`config.mk`:
```
export PLATFORM = sky130hd
export DESIGN_NAME = queen_solver
export DESIGN_NICKNAME = d
export VERILOG_FILES = /design/src/rtl/queen_solver.sv
export SDC_FILE = /design/constraint.sdc
export NUM_CORES = 1
export LEC_CHECK = 0
export BUFFER_PORTS_ARGS = -buffer_cell sky130_fd_sc_hd__buf_2
export CORE_ASPECT_RATIO = 0.5
export CORE_MARGIN = 1.5
export CORE_UTILIZATION = 40
export DETAILED_ROUTE_END_ITERATION = 8
export MAX_ROUTING_LAYER = met4
export PLACE_DENSITY = 0.67
export SLEW_MARGIN = 25
export SYNTH_ARGS = -nofsm -noshare
export SYNTH_HDL_FRONTEND = slang
export SYNTH_SLANG_ARGS = --single-unit
```
`constraint.sdc`:
```
create_clock -name clk -period 7.7 [get_ports clk]
set_clock_uncertainty 0.2 [all_clocks]
set_input_delay 0.77 -clock clk [delete_from_list [all_inputs] [get_ports clk]]
set_output_delay 0.77 -clock clk [all_outputs]
set_load 0.05 [all_outputs]
```
`src/rtl/queen_solver.sv`:
```
// Sequential N-queens backtracking solver streaming every board over a valid/ready port.
// Define QUEEN_FIRST_ONLY_EN to stop after the first accepted solution.
module queen_solver #(
    parameter int unsigned N = 8
) (
    input  logic           clk,
    input  logic           rst_n,
    input  logic           start,
    output logic           busy,
    output logic           done,
    output logic           sol_valid,
    input  logic           sol_ready,
    output logic [3*N-1:0] sol_board,
    output logic [7:0]     sol_count
);
    localparam int unsigned CW   = 3;
    localparam int unsigned BW   = 3 * N;
    localparam int unsigned MAXQ = 8;
    localparam logic [CW-1:0] LAST = CW'(N - 1);

    typedef enum logic [2:0] {
        IDLE, CHECK, ADVANCE, BACK, EMIT, FINISH
    } state_t;

    state_t         state_q, state_d;
    logic [CW-1:0]  col_q [MAXQ];
    logic [CW-1:0]  col_d [MAXQ];
    logic [CW-1:0]  row_q, row_d;
    logic [CW-1:0]  k_q, k_d;
    logic           busy_q, busy_d;
    logic           done_q, done_d;
    logic           sol_valid_q, sol_valid_d;
    logic [BW-1:0]  sol_board_q, sol_board_d;
    logic [7:0]     sol_count_q, sol_count_d;
    logic [CW-1:0]  cand, placed;
    logic           conflict;

    // Absolute difference on zero-extended 4-bit operands.
    function automatic logic [3:0] abs_diff(input logic [CW-1:0] a, input logic [CW-1:0] b);
        abs_diff = (a >= b) ? ({1'b0, a} - {1'b0, b}) : ({1'b0, b} - {1'b0, a});
    endfunction

    always_comb begin
        state_d     = state_q;
        col_d       = col_q;
        row_d       = row_q;
        k_d         = k_q;
        sol_count_d = sol_count_q;
        sol_board_d = sol_board_q;
        cand        = col_q[row_q];
        placed      = col_q[k_q];
        conflict    = (placed == cand) || (abs_diff(row_q, k_q) == abs_diff(cand, placed));

        unique case (state_q)
            IDLE: begin
                if (start) begin
                    row_d       = '0;
                    k_d         = '0;
                    col_d[0]    = '0;
                    sol_count_d = '0;
                    state_d     = CHECK;
                end
            end
            CHECK: begin
                if (k_q == row_q) begin
                    if (row_q == LAST) begin
                        state_d = EMIT;
                    end else begin
                        row_d                  = row_q + 3'd1;
                        col_d[row_q + 3'd1]    = '0;
                        k_d                    = '0;
                    end
                end else if (conflict) begin
                    state_d = ADVANCE;
                end else begin
                    k_d = k_q + 3'd1;
                end
            end
            ADVANCE: begin
                if (col_q[row_q] == LAST) begin
                    state_d = BACK;
                end else begin
                    col_d[row_q] = col_q[row_q] + 3'd1;
                    k_d          = '0;
                    state_d      = CHECK;
                end
            end
            BACK: begin
                if (row_q == '0) begin
                    state_d = FINISH;
                end else begin
                    row_d   = row_q - 3'd1;
                    state_d = ADVANCE;
                end
            end
            EMIT: begin
                if (sol_ready) begin
                    if (sol_count_q != 8'hFF) begin
                        sol_count_d = sol_count_q + 8'd1;
                    end
`ifdef QUEEN_FIRST_ONLY_EN
                    state_d = FINISH;
`else
                    state_d = ADVANCE;
`endif
                end
            end
            FINISH: begin
                state_d = IDLE;
            end
            default: begin
                state_d = IDLE;
            end
        endcase

        busy_d      = (state_d == CHECK) || (state_d == ADVANCE) ||
                      (state_d == BACK)  || (state_d == EMIT);
        done_d      = (state_d == FINISH);
        sol_valid_d = (state_d == EMIT);
        // Board is captured once on entry to EMIT and held through any stall.
        if ((state_d == EMIT) && (state_q != EMIT)) begin
            for (int unsigned r = 0; r < N; r++) begin
                sol_board_d[3*r +: 3] = col_d[3'(r)];
            end
        end
    end

    always_ff @(posedge clk or negedge rst_n) begin
        if (!rst_n) begin
            state_q     <= IDLE;
            for (int i = 0; i < int'(MAXQ); i++) begin
                col_q[i] <= '0;
            end
            row_q       <= '0;
            k_q         <= '0;
            busy_q      <= 1'b0;
            done_q      <= 1'b0;
            sol_valid_q <= 1'b0;
            sol_board_q <= '0;
            sol_count_q <= '0;
        end else begin
            state_q     <= state_d;
            col_q       <= col_d;
            row_q       <= row_d;
            k_q         <= k_d;
            busy_q      <= busy_d;
            done_q      <= done_d;
            sol_valid_q <= sol_valid_d;
            sol_board_q <= sol_board_d;
            sol_count_q <= sol_count_d;
        end
    end

    assign busy      = busy_q;
    assign done      = done_q;
    assign sol_valid = sol_valid_q;
    assign sol_board = sol_board_q;
    assign sol_count = sol_count_q;

endmodule
```
After elaboration in Yosys (flattened, before gate mapping)
Cells that the tools add are included.
- bitwise logic cells: 5
- add/subtract/negate cells: 9
- reduce and logical (&&, ||, !) cells: 15
- order comparisons: 7
- mux-type cells: 41
- equal/unequal tests: 25
- operators with widths (kind ; number):
    2-to-1 mux 24 bit ; 3
    2-to-1 mux 3 bit ; 21
    case mux 21 bit (2 select lines) ; 1
    case mux 3 bit (3 select lines) ; 3
    bitwise AND 24 bit ; 1
    bitwise mux 24 bit ; 1
    2-to-1 mux 8 bit ; 3
    NOT 24 bit ; 1
    binary-select mux 3 bit (select 3 bit) ; 2
    demux 3 bit (select 3 bit) ; 2
    case mux 8 bit (2 select lines) ; 1
    subtractor 3 x 3 -> 4 bit ; 4
    equality test 3 bit, second input constant ; 5
    case mux 3 bit (5 select lines) ; 1
    != test 2 bit, second input constant ; 7
    equality test 3 x 2 -> 1 bit, second input constant ; 4
    greater-or-equal comparator 4 bit, second input constant ; 3
    NOT 3 -> 4 bit ; 3
    AND reduction 5 bit ; 2
    adder 3 x 1 -> 3 bit, second input constant ; 3
    != test 3 bit, second input constant ; 3
    adder 8 x 1 -> 8 bit, second input constant ; 1
    less-than comparator 4 x 1 -> 1 bit, second input constant ; 2
    2-to-1 mux 4 bit ; 2
    other kinds (13) ; 23
- register bits: 68
- output and inout port bits: 35
- logic and storage cells: 118

Longest topological paths before layout
Gate-level depths: netlist of the first run.
- word-level depth: 15
- gate-level depth with buffers: 17
- depth with buffers taken out: 16

Worst setup path after synthesis of the first run
OpenSTA, ideal clock, no wires.
- path kind: flip-flop to flip-flop
- from: register row_q[1]
- to: register k_q[2]
- data arrival time: 3.666 ns
- setup time: 0.080 ns
- stages on the path, launching flop included: 16
- required time: 7.420 ns
- slack: 3.754 ns
- clock period less this slack: 3.946 ns
- path buffers: 1
- cells stage by stage: dfrtp_1 > buf_2 > mux2_2 > nand2_1 > a21oi_1 > nor3_1 > inv_1 > fa_1 > inv_1 > fa_1 > mux2i_1 > a21o_1 > xor2_1 > and4_4 > or4_4 > o211ai_2
- cells in the longest elaborated chain, start to end: 10
- ends and longest elaborated chain (what ; line ; text):
    from (decl) ; 28 ; logic [CW-1:0] row_q, row_d;
    from (signal assigned) ; 144 ; row_q <= row_d;
    NOT 3 -> 4 bit (not written as such) ; 50, 80 ;
    binary-select mux 3 bit (select 3 bit) ; 50, 80 ;
    2-to-1 mux 3 bit (not written as such) (2 in series) ; 50, 80 ;
    subtractor 3 x 3 -> 4 bit / greater-or-equal comparator 3 bit (equally long branches) ; 40 ; abs_diff = (a >= b) ? ({1'b0, a} - {1'b0, b}) : ({1'b0, b} - {1'b0, a});
    2-to-1 mux 4 bit ; 40 ;
    equality test 4 bit ; 52 ; conflict = (placed == cand) || (abs_diff(row_q, k_q) == abs_diff(cand, placed));
    logical OR 1 bit ; 52 ;
    != test 3 bit (no source line) ; n/a ;
    AND reduction 5 bit (no source line) ; n/a ;
    to (signal assigned) ; 145 ; k_q <= k_d;
    to (decl) ; 29 ; logic [CW-1:0] k_q, k_d;
Several ways; a longest one is shown, not always the timed one. The select of a mux whose other input is x is not followed.
A chain may end at the register's enable or synchronous reset.

Final worst setup path of the first run
- from: register row_q[2]
- to: register k_q[2]
Same word-level chain as after synthesis.

==> out/qor.yml, run 1 <==
global_routing:
  antenna_found_initial: 0
  grt_first_pass_wirelength_um: 15900
  gr-total-overflow: 0
  grt_pass1_vias: 3095
  grt_use_total_pct: 19.0
  grt_max_degree: 69
routing:
  vias_per_cell: 5.53
  wl_um: 9550
  drt.antenna.violating_nets: 0
  drc_errors: 0
  initialDrtViolationCount: 323
  wl_per_cell_um: 16.5
  vias: 3201
  dr.pass1.iters: 4
cts:
  cts_sinks: 68
  cts-resized-gates: 0
  root_buffer: "clkbuf_16"
  htree_num_levels: 3
  cts_setup_buffers: 0
  cts_tree: "yes"
  insertion_delay_ns: 0.34
  postCtsHoldBufs: 0
  cts_buffer_depth: 2
  clkTransAtPathRegs_ns: 0.05
  numCtsBuffers: 9
setup_path:
  cp_cell_sequence: "mux2i_1, nor2_1, a31oi_1, nor2_1, nor3_1, inv_1, fa_1, inv_1, fa_1, o22ai_1, a21o_1, xor2_1, a21oi_1, or4_1, o211ai_2"
  cp_num_cells: 15
  cp_slowest_stage_delay_ns: 0.73
  crit_required_ns: 7.76
  crit_type: "reg -> reg"
  rr_worst_depth: 15
  crit_path_start_kind: "register"
  arrival_ns: 4.45
  crit_slowest_cell: "dfrtp_1"
  cp_max_fo: 16
  critPathCaptureType: "register"
  path_delay_family: "simple AND/OR/NAND/NOR gates"
  path_buf_inv: 2
logic_synthesis:
  syn_inst: 403
  yosys.area_share.xor_xnor_pct: 2.28
  syn_nets: 433
  syn_area_sq_um: 4230
  ys.flop_type: "dfrtp_1"
  synth_compound_area_share_pct: 15.7
  ys_ff_latch: 68
  yosysSeqAreaShare_pct: 40.2
  synth_top_family_by_area: "simple AND/OR/NAND/NOR gates"
  yosys_warnings: 0
  postSynthAreaPerCell_sq_um: 10.5
  async_flop_share_pct: 100
  synth_mux_area_share_pct: 13.1
  synth-edff-count: 0
  synth_fa_ha_area_share_pct: 8.75
  yosys.area_share.simple_pct: 15.9
  synth_cell_type_count: 56
timing:
  drv_slew: 0
  final-setup-viol-count: 0
  finalCriticalPeriod_ns: 4.39
  grt_setup_unrepaired: "no"
  hold_viol: 0
  fin_tns_setup_ns: 0
  max_freq_mhz: 228
  period_share_pct: 57.0
  timing.slew.headroom_pct: 45.4
  tightest_slew_ns: 0.820
die:
  io_pins: 39
  die_w_um: 148
  die-height_um: 75.7
  die-area_sq_um: 11200
  initial_utilization_pct: 41.3
  core_area_sq_um: 10200
  rows: 26
status:
  outcome: "completed"
min_path:
  hold-path-cell-count: 1
  hold_path_class: "reg -> reg"
flow_run:
  drv_cap: 0
finish:
  antenna_cells: 0
  fin_area_sq_um: 4830
  syn_to_final_growth_pct: 14.2
  final_layout_size_suffix_gt1_share_pct: 24.6
  nets: 465
power_and_ir_drop:
  leakagePower_uw: 0.00234
  p_per_area_nw_per_um2: 332
  peakVddDrop_mv: 0.126
  total_power_uw: 1600
placement:
  hpwlAfterDp_um: 7010
  port_buffers: 38
  placed_area_sq_um: 4520
  gp_congestion: 0.935
state kept, by name (all words and copies together), names as in the netlist:
register,flops
col_q,24
sol_board,24
sol_count,8
k_q,3
row_q,3
state_q,3
busy,1
done,1
sol_valid,1
Yosys cell counts, types with 9 or more instances:
master,instances,area (sq um)
ha_1,20,250
buf_2,9,45.0
xor2_1,9,78.8
nand2_1,35,131
nor2_1,25,93.8
mux2_2,27,304
o211ai_1,9,67.6
nand3_1,11,55.1
o21ai_0,15,75.1
nand2b_1,9,56.3
inv_1,19,71.3
nor3_1,11,55.1
dfrtp_1,68,1700
a22o_1,24,210
path summary, 6_finish.rpt:
check	from	to	slack, ns
max	row_q[2]	k_q[2]	3.31
min	sol_board[21]	sol_board[21]	0.30
max reg2reg	row_q[2]	k_q[2]	3.31
max in group asynchronous	rst_n	k_q[1]	6.35
min reg2reg	sol_board[21]	sol_board[21]	0.30
min in group asynchronous	rst_n	sol_board[20]	0.42
logic make-up after synthesis:
group,Yosys count
and+or+nand+nor,130
xor gates and xnor gates,11
AOI/OAI and AO/OA,86
DFF,68
buffers and inverters,40
adders and majority gates,26
muxes,42
metal layers:
metal  vias to the layer above  GRT usage (%)  part of all wire, %
met3                        13           4.49                  6.4
met5                         -              -                    0
met1                      1561           26.4                   50
met4                         0           5.72                  1.1
li1                       1540              -                    -
met2                        87           27.7                   42
worst register-to-register path, stage by stage, from the launching register on:
cell,delay [ns]
dfrtp_1,0.73
mux2i_1,0.25
nor2_1,0.05
a31oi_1,0.16
nor2_1,0.06
nor3_1,0.51
inv_1,0.20
fa_1,0.45
inv_1,0.08
fa_1,0.42
o22ai_1,0.16
a21o_1,0.11
xor2_1,0.23
a21oi_1,0.12
or4_1,0.50
o211ai_2,0.08
cells in the final DEF (no fill, tap or decap), drive strengths merged, types with 3 or more instances in the layout:
cell type / Yosys / final
ha: 20 / 20
buf: 12 / 40
and3: 9 / 9
nand3: 13 / 13
mux2i: 7 / 7
clkbuf: 7 / 10
mux4: 8 / 8
a21o: 3 / 3
nor2: 26 / 26
a22o: 24 / 24
o211ai: 12 / 12
dfrtp: 68 / 68
o31ai: 3 / 3
a21oi: 8 / 8
inv: 21 / 21
nand4: 5 / 5
fa: 6 / 6
or3: 4 / 4
mux2: 27 / 27
and2: 7 / 7
nor3: 11 / 11
xor2: 9 / 9
nand2b: 9 / 9
nand2: 35 / 35
o21ai: 19 / 19
a31oi: 5 / 5
cell type report:
type	count	area, sq um
clock buffers	10	229
clock inverters	5	77.6
fillers	943	5420
inverters	21	78.8
multi-input cells	295	2360
flip-flops and latches	68	1700
well taps	140	175
repair buffers	40	205
stage by stage:
| step | utilization, % | cells | setup WS, ns | hold slack, ns |
|---|---|---|---|---|
| 2_1_floorplan | - | 403 | 3.75 | 0.274 |
| 3_3_place_gp | 44.1 | 564 | 3.44 | 0.286 |
| 3_5_place_dp | 44.1 | 564 | 3.28 | 0.290 |
| 4_1_cts | 47.1 | 579 | 3.28 | 0.303 |
| 5_1_grt | 47.2 | 579 | 2.97 | 0.317 |
| 6_report | 47.2 | 579 | 3.31 | 0.296 |
power breakdown:
part,total (uW),switching [uW],internal (uW)
sequential,469,79.2,390
combinational,709,442,267
clock,424,144,280
Note: power is estimated with default switching activity, not from simulation.
==> inputs of run 2 (changes only) <==
--- a/config.mk
+++ b/config.mk
@@ -5,6 +5,7 @@
 export SDC_FILE = /design/constraint.sdc
 export NUM_CORES = 1
 export LEC_CHECK = 0
+export ABC_AREA = 1
 export BUFFER_PORTS_ARGS = -buffer_cell sky130_fd_sc_hd__buf_2
 export CORE_ASPECT_RATIO = 0.5
 export CORE_MARGIN = 1.5
==> constraint.sdc (replaced) <==
create_clock -name clk -period 4.55 [get_ports clk]
set_clock_uncertainty 0.2 [all_clocks]
set_input_delay 0.455 -clock clk [delete_from_list [all_inputs] [get_ports clk]]
set_output_delay 0.455 -clock clk [all_outputs]
set_load 0.05 [all_outputs]
==> out/qor.yml, run 2 <==
status:
  outcome: "completed"
cts:
  clkTransAtPathRegs_ns: 0.06  # about the same
  htree_num_levels: 3  # unchanged
  cts_tree: "yes"
  cts_buffer_depth: 2  # unchanged
  cts_setup_buffers: 0  # unchanged
  cts_sinks: 68  # unchanged
  insertion_delay_ns: 0.34  # about the same
  numCtsBuffers: 9  # unchanged
  root_buffer: "clkbuf_16"
finish:
  layout_commonest_cell: "nand2_1"
  final_cell_mix: "nand2_1 (164), inv_1 (90), dfrtp_1 (68), nor2_1 (40), o21ai_0 (39)"
  syn_to_final_growth_pct: 15.9
  nets: 665  # +43%
  fin_util_pct: 48.8  # +1.7 points
  fill_cells: 1027  # +8.9%
  final_cells: 780  # +35%
  final_layout_size_suffix_gt1_share_pct: 16.7  # -7.9 points
  antenna_cells: 0  # unchanged
routing:
  vias_per_cell: 5.00  # -9.5%
  initialDrtViolationCount: 285  # -12%
  vias: 3901  # +22%
  drt.antenna.violating_nets: 0  # unchanged
  wl_um: 11200  # +18%
  dr.pass1.iters: 5  # +1
  drc_errors: 0  # unchanged
  wl_per_cell_um: 14.4  # -13%
power_and_ir_drop:
  peakVddDrop_mv: 0.378  # +200%
  p_per_area_nw_per_um2: 839  # +150%
  leakagePower_uw: 0.00268  # +15%
logic_synthesis:
  yosysTopAreaCell: "dfrtp_1"
  synth-edff-count: 0  # unchanged
  netlist_top_cells_area: "dfrtp_1 (39%), nand2_1 (14%), inv_1 (7.7%)"
  syn_area_sq_um: 4400  # +4.0%
  synth.most_common_cell: "nand2_1"
  async_flop_share_pct: 100  # unchanged
  yosys-top-cells-count: "nand2_1 (164), inv_1 (90), dfrtp_1 (68)"
  yosys_warnings: 0  # unchanged
  syn_inst: 591  # +47%
  synth_cell_type_count: 41  # -27%
  ys.flop_type: "dfrtp_1"
  postSynthAreaPerCell_sq_um: 7.45  # -29%
  synth_top_area_share_pct: 38.7  # -1.5 points
  ys_ff_latch: 68  # unchanged
  syn_nets: 621  # +43%
  yosysSeqAreaShare_pct: 38.7  # -1.5 points
global_routing:
  antenna_found_initial: 0  # unchanged
  grt_first_pass_wirelength_um: 18700  # +17%
  grt_use_total_pct: 21.3  # +2.3 points
  gr-total-overflow: 0  # unchanged
  grt_max_degree: 40  # -42%
  grt_pass1_vias: 3624  # +17%
placement:
  placedCellCount: 763  # +35%
  hpwlAfterDp_um: 8580  # +22%
  gp_congestion: 0.992  # +6.1%
  port_buffers: 38  # unchanged
timing:
  tightest_slew_ns: 0.690  # -0.130 ns
  grt_setup_unrepaired: "no"
  hold_viol: 0  # unchanged
  drv_slew: 0  # unchanged
  finalCriticalPeriod_ns: 4.03  # -0.364 ns
  fin_tns_setup_ns: 0  # unchanged
  period_share_pct: 88.5  # +31 points
  holdWs_ns: 0.225  # -0.0712 ns
  timing.slew.headroom_pct: 54.0  # +8.6 points
  final-setup-viol-count: 0  # unchanged
  max_freq_mhz: 248  # +9.0%
flow_run:
  drv_cap: 0  # unchanged
setup_path:
  critPathCaptureType: "register"
  arrival_ns: 4.05  # -0.40 ns
  crit_type: "reg -> reg"
  cp_max_fo: 20  # +4
  crit_path_start_kind: "register"
  crit_required_ns: 4.57  # -3.19 ns
die:
  die-height_um: 77.2  # +1.9%
  io_pins: 39  # unchanged
  die_w_um: 151  # +1.9%
  core_area_sq_um: 10400  # +1.9%
  initial_utilization_pct: 42.1  # +0.83 points
  rows: 26  # unchanged
  die-area_sq_um: 11700  # +3.8%
min_path:
  hold_path_class: "in -> reg"
==> run 2: cell count changes in the layout (fill, tap and decap cells not counted), sizes merged, moves of 8 or more <==
| cell | before | now |
|---|---|---|
| a21oi | 8 | 29 |
| a22o | 24 | 0 |
| and3 | 9 | 0 |
| inv | 21 | 99 |
| mux2 | 27 | 0 |
| mux4 | 8 | 0 |
| nand2 | 35 | 182 |
| nand2b | 9 | 0 |
| nor2 | 26 | 47 |
| o211ai | 12 | 4 |
| o21ai | 19 | 53 |
| o22ai | 2 | 19 |
==> run 2: final timing paths <==
check / startpoint / to / slack, ns / cells after the start
max in group asynchronous: rst_n / col_q[3] / 2.71 / 3
min: sol_ready / state_q[2] / 0.22 / 2
min in group asynchronous: rst_n / sol_board[0] / 0.49 / 2
max reg2reg: row_q[0] / busy / 0.52 / 20
min reg2reg: sol_board[18] / sol_board[18] / 0.27 / 2
max: row_q[0] / busy / 0.52 / 20
==> run 2: critical path, stage by stage (launching register included) <==
cell     delay (ns)
dfrtp_1        0.59
inv_2          0.27
o21ai_0        0.24
nand2_1        0.08
nor3_1         0.48
inv_1          0.21
fa_1           0.45
inv_1          0.07
fa_1           0.42
inv_1          0.06
nand2_1        0.04
o21ai_0        0.07
nand2_1        0.07
nand2_1        0.06
nor2_1         0.04
nand2_1        0.07
nand2_2        0.10
a21oi_2        0.20
nand3_1        0.09
nand2_1        0.07
nand2_1        0.04
==> run 2: cells by family (layout without fill, tap and decap cells) <==
| group | Yosys count | after routing | share of synthesized area (%) |
|---|---|---|---|
| flops | 68 | 68 | 38.7 |
| xor+xnor | 3 | 3 | 0.597 |
| compound gates | 114 | 114 | 14.8 |
| simple gates | 269 | 269 | 27.7 |
| fa+ha+maj | 26 | 26 | 8.42 |
| buf+inv | 111 | 160 | 9.87 |
==> run 2: per-stage QoR <==
| stage | instance area [sq um] | worst slack [ns] | total power [uW] |
|---|---|---|---|
| final | 5100 | 0.524 | 4280 |
| after global routing | 5100 | 0.118 | 4680 |
| after CTS | 5100 | 0.553 | 4270 |
| after detailed placement | 4750 | 0.574 | 3450 |
| after global placement | 4750 | 0.715 | 3420 |
| after floorplan | 4400 | 1.09 | 2880 |
==> run 2: repair_timing <==
action | in CTS | in global routing
hold buffers | 1 | 0
hold endpoints to repair | 29 | 0
gates resized for setup | 0 | 0
==> run 2: area by class of cell <==
cell class | instances | area (sq um) | share of cell area, %
Tap cell | 140 | 175 | 3.44
Clock inverter | 6 | 113 | 2.21
Clock buffer | 10 | 229 | 4.49
Inverter | 100 | 378 | 7.41
Sequential cell | 68 | 1700 | 33.4
Multi-Input combinational cell | 412 | 2260 | 44.4
Timing Repair Buffer | 44 | 238 | 4.66
==> run 2: where the power goes <==
part / internal (uW) / switching [uW] / total [uW] / leakage [uW]
Sequential: 711 / 96.9 / 808 / 0.000921
Clock: 536 / 265 / 801 / 0.000167
Combinational: 871 / 1800 / 2670 / 0.00159
Total: 2120 / 2160 / 4280 / 0.00268
==> run 2: layer usage <==
metal	up-vias	share of wire [%]	GRT usage, %
li1	1979	-	-
met1	1788	52	31.3
met2	126	39	28.4
met3	8	7.5	6.49
met4	0	0.96	4.37
met5	-	0	-
==> inputs of run 3 (changes only) <==
--- a/config.mk
+++ b/config.mk
@@ -6,13 +6,14 @@
 export NUM_CORES = 1
 export LEC_CHECK = 0
 export ABC_AREA = 1
-export BUFFER_PORTS_ARGS = -buffer_cell sky130_fd_sc_hd__buf_2
+export BUFFER_PORTS_ARGS = -buffer_cell sky130_fd_sc_hd__buf_4
 export CORE_ASPECT_RATIO = 0.5
 export CORE_MARGIN = 1.5
 export CORE_UTILIZATION = 40
 export DETAILED_ROUTE_END_ITERATION = 8
 export MAX_ROUTING_LAYER = met4
 export PLACE_DENSITY = 0.67
+export RECOVER_POWER = 50
 export SLEW_MARGIN = 25
 export SYNTH_ARGS = -nofsm -noshare
 export SYNTH_HDL_FRONTEND = slang
==> out/qor.yml, run 3 (synthesis gave the netlist of run 2 again) <==
status:
  outcome: "complete, but fails checks"
  violations: "capacitance limit, slew limit"
global_routing:
  grtUsageMet2_pct: 28.1  # -0.27 points
  gr-total-overflow: 0  # unchanged
  grt_first_pass_wirelength_um: 19000  # +1.8%
  grtUsageMet1_pct: 34.2  # +2.9 points
  antenna_found_initial: 0  # unchanged
  grt_pass1_vias: 3606  # -0.50%
  grt_max_degree: 69  # +73%
  top_usage_layer: "met1"
  grt_use_total_pct: 21.9  # +0.59 points
  met3_usage_pct: 4.88  # -1.6 points
finish:
  final_cells: 776  # -0.51%
  syn_to_final_growth_pct: 16.4
  antenna_cells: 0  # unchanged
  final_layout_size_suffix_gt1_share_pct: 13.8  # -2.9 points
  layout_commonest_cell: "nand2_1"
  register_area_sq_um: 1700  # unchanged
  final_cell_mix: "nand2_1 (164), inv_1 (90), dfrtp_1 (68), nor2_1 (40), o21ai_0 (39)"
  multi_input_area_sq_um: 2260  # unchanged
  nets: 662  # -0.45%
  fill_cells: 1044  # +1.7%
die:
  core_area_sq_um: 10400  # unchanged
  die-height_um: 77.2  # unchanged
  rows: 26  # unchanged
  die-area_sq_um: 11700  # unchanged
  initial_utilization_pct: 42.1  # unchanged
  io_pins: 39  # unchanged
  die_w_um: 151  # unchanged
cts:
  cts_tree: "yes"
  cts_sinks: 68  # unchanged
  clkTransAtPathRegs_ns: 0.06  # about the same
  htree_num_levels: 3  # unchanged
  cts_buffer_depth: 2  # unchanged
  root_buffer: "clkbuf_16"
  cts_setup_buffers: 0  # unchanged
  postCtsHoldBufs: 0  # -1
  numCtsBuffers: 9  # unchanged
  cts-resized-gates: 0  # unchanged
  insertion_delay_ns: 0.33  # about the same
min_path:
  hold_path_class: "in -> reg"
  hold-path-cell-count: 2  # unchanged
setup_path:
  cp_max_fo: 8  # -60%
  critPathMostFrequentCell: "nand2_1"
  crit_type: "reg -> reg"
  cp_cell_sequence: "inv_1, nor2_1, inv_1, a21oi_1, o21ai_0, o21ai_0, nor3_1, inv_1, fa_1, inv_1, fa_1, inv_1, nand2_1, o21ai_0, nand2_1, nand2_1, nor2_1, nand2_1, nand2_2, a21oi_2, nand3_1, nand2_1, nand2_1"
  crit_required_ns: 4.57  # about the same
  cp_slowest_stage_delay_ns: 0.47  # -0.12 ns
  crit_path_start_kind: "register"
  arrival_ns: 4.08  # +0.03 ns
  rr_worst_depth: 23  # +15%
  critPathCaptureType: "register"
  crit_slowest_cell: "dfrtp_1"
placement:
  gp_congestion: 1.00  # +1.1%
  placedCellCount: 761  # -0.26%
  hpwlAfterDp_um: 8510  # -0.82%
  port_buffers: 38  # unchanged
routing:
  dr.pass1.iters: 5  # unchanged
  wl_per_cell_um: 14.7  # +2.1%
  vias: 3963  # +1.6%
  wl_um: 11400  # +1.6%
  drc_errors: 0  # unchanged
  drt.antenna.violating_nets: 0  # unchanged
  vias_per_cell: 5.11  # +2.1%
  initialDrtViolationCount: 329  # +15%
timing:
  hold_viol: 0  # unchanged
  fin_tns_setup_ns: 0  # unchanged
  final-setup-viol-count: 0  # unchanged
  max_freq_mhz: 246  # -0.78%
  tightest_slew_ns: 1.70  # +1.01 ns
  timing.slew.headroom_pct: -13.0  # -67 points
  period_share_pct: 89.2  # +0.69 points
  drv_slew: 69  # +69
  grt_setup_unrepaired: "no"
  finalCriticalPeriod_ns: 4.06  # +0.0314 ns
flow_run:
  drv_cap: 1  # +1
power_and_ir_drop:
  p_seq_share_pct: 19.0  # about the same
  pwr-share-clk_pct: 19.9  # +1.2 points
  p_per_area_nw_per_um2: 842  # +0.39%
  p_sw_uw: 2150  # -0.41%
  p_int_uw: 2160  # +2.2%
  leakagePower_uw: 0.00261  # -2.7%
  peakVddDrop_mv: 0.350  # -7.5%
  combPwrFrac_pct: 61.0  # -1.4 points
  total_power_uw: 4320  # +0.88%
  sw_frac_of_total_pct: 49.9  # -0.65 points
## run 3: per-stage QoR
step	hold WS [ns]	area, sq um	setup slack, ns	util, %
after floorplan	-0.0406	4400	1.09	-
after global placement	0.263	4830	0.704	46.2
after detailed placement	0.266	4830	0.555	46.2
after CTS	0.0783	5190	0.537	49.7
after global routing	0.275	5120	0.0569	49.1
final	0.257	5120	0.492	49.1
## run 3: cell type report
| type | count | share of cell area [%] |
|---|---|---|
| timing repair buffer | 41 | 4.71 |
| clock buffer | 9 | 4.40 |
| inverter | 100 | 7.37 |
| clock inverter | 6 | 2.69 |
| sequential | 68 | 33.2 |
| multi-input combinational | 412 | 44.2 |
| tap | 140 | 3.42 |
## run 3: worst paths after layout
path,start,end,slack [ns]
worst min-delay path,sol_ready,state_q[2],0.26
worst max-delay path,row_q[1],busy,0.49
worst max register to register,row_q[1],busy,0.49
worst min register to register,sol_board[19],sol_board[19],0.28
min in group asynchronous,rst_n,sol_board[11],0.37
max in group asynchronous,rst_n,col_q[0],2.78
## run 3: power by group through the flow
stage	logic, uW	clock network, uW	registers, uW
global route	3010	900	837
finish	2630	861	821
global placement	2600	0	827
floorplan	2000	0	878
detailed placement	2630	0	830
CTS	2640	870	820
## run 3: per-layer routing
| metal | vias up | routed length [um] |
|---|---|---|
| met5 | - | 0 |
| met4 | 0 | 107 |
| met3 | 9 | 903 |
| met2 | 133 | 4380 |
| met1 | 1841 | 6010 |
| li1 | 1980 | - |
## run 3: worst max-delay path, delay by kind of cell (launching register included)
| kind | cells | cell delay [ns] |
|---|---|---|
| and+or+nand+nor | 11 | 1.16 |
| adders and majority gates | 2 | 0.87 |
| buffers and inverters | 5 | 0.73 |
| AOI/OAI and AO/OA | 5 | 0.52 |
| DFF | 1 | 0.47 |
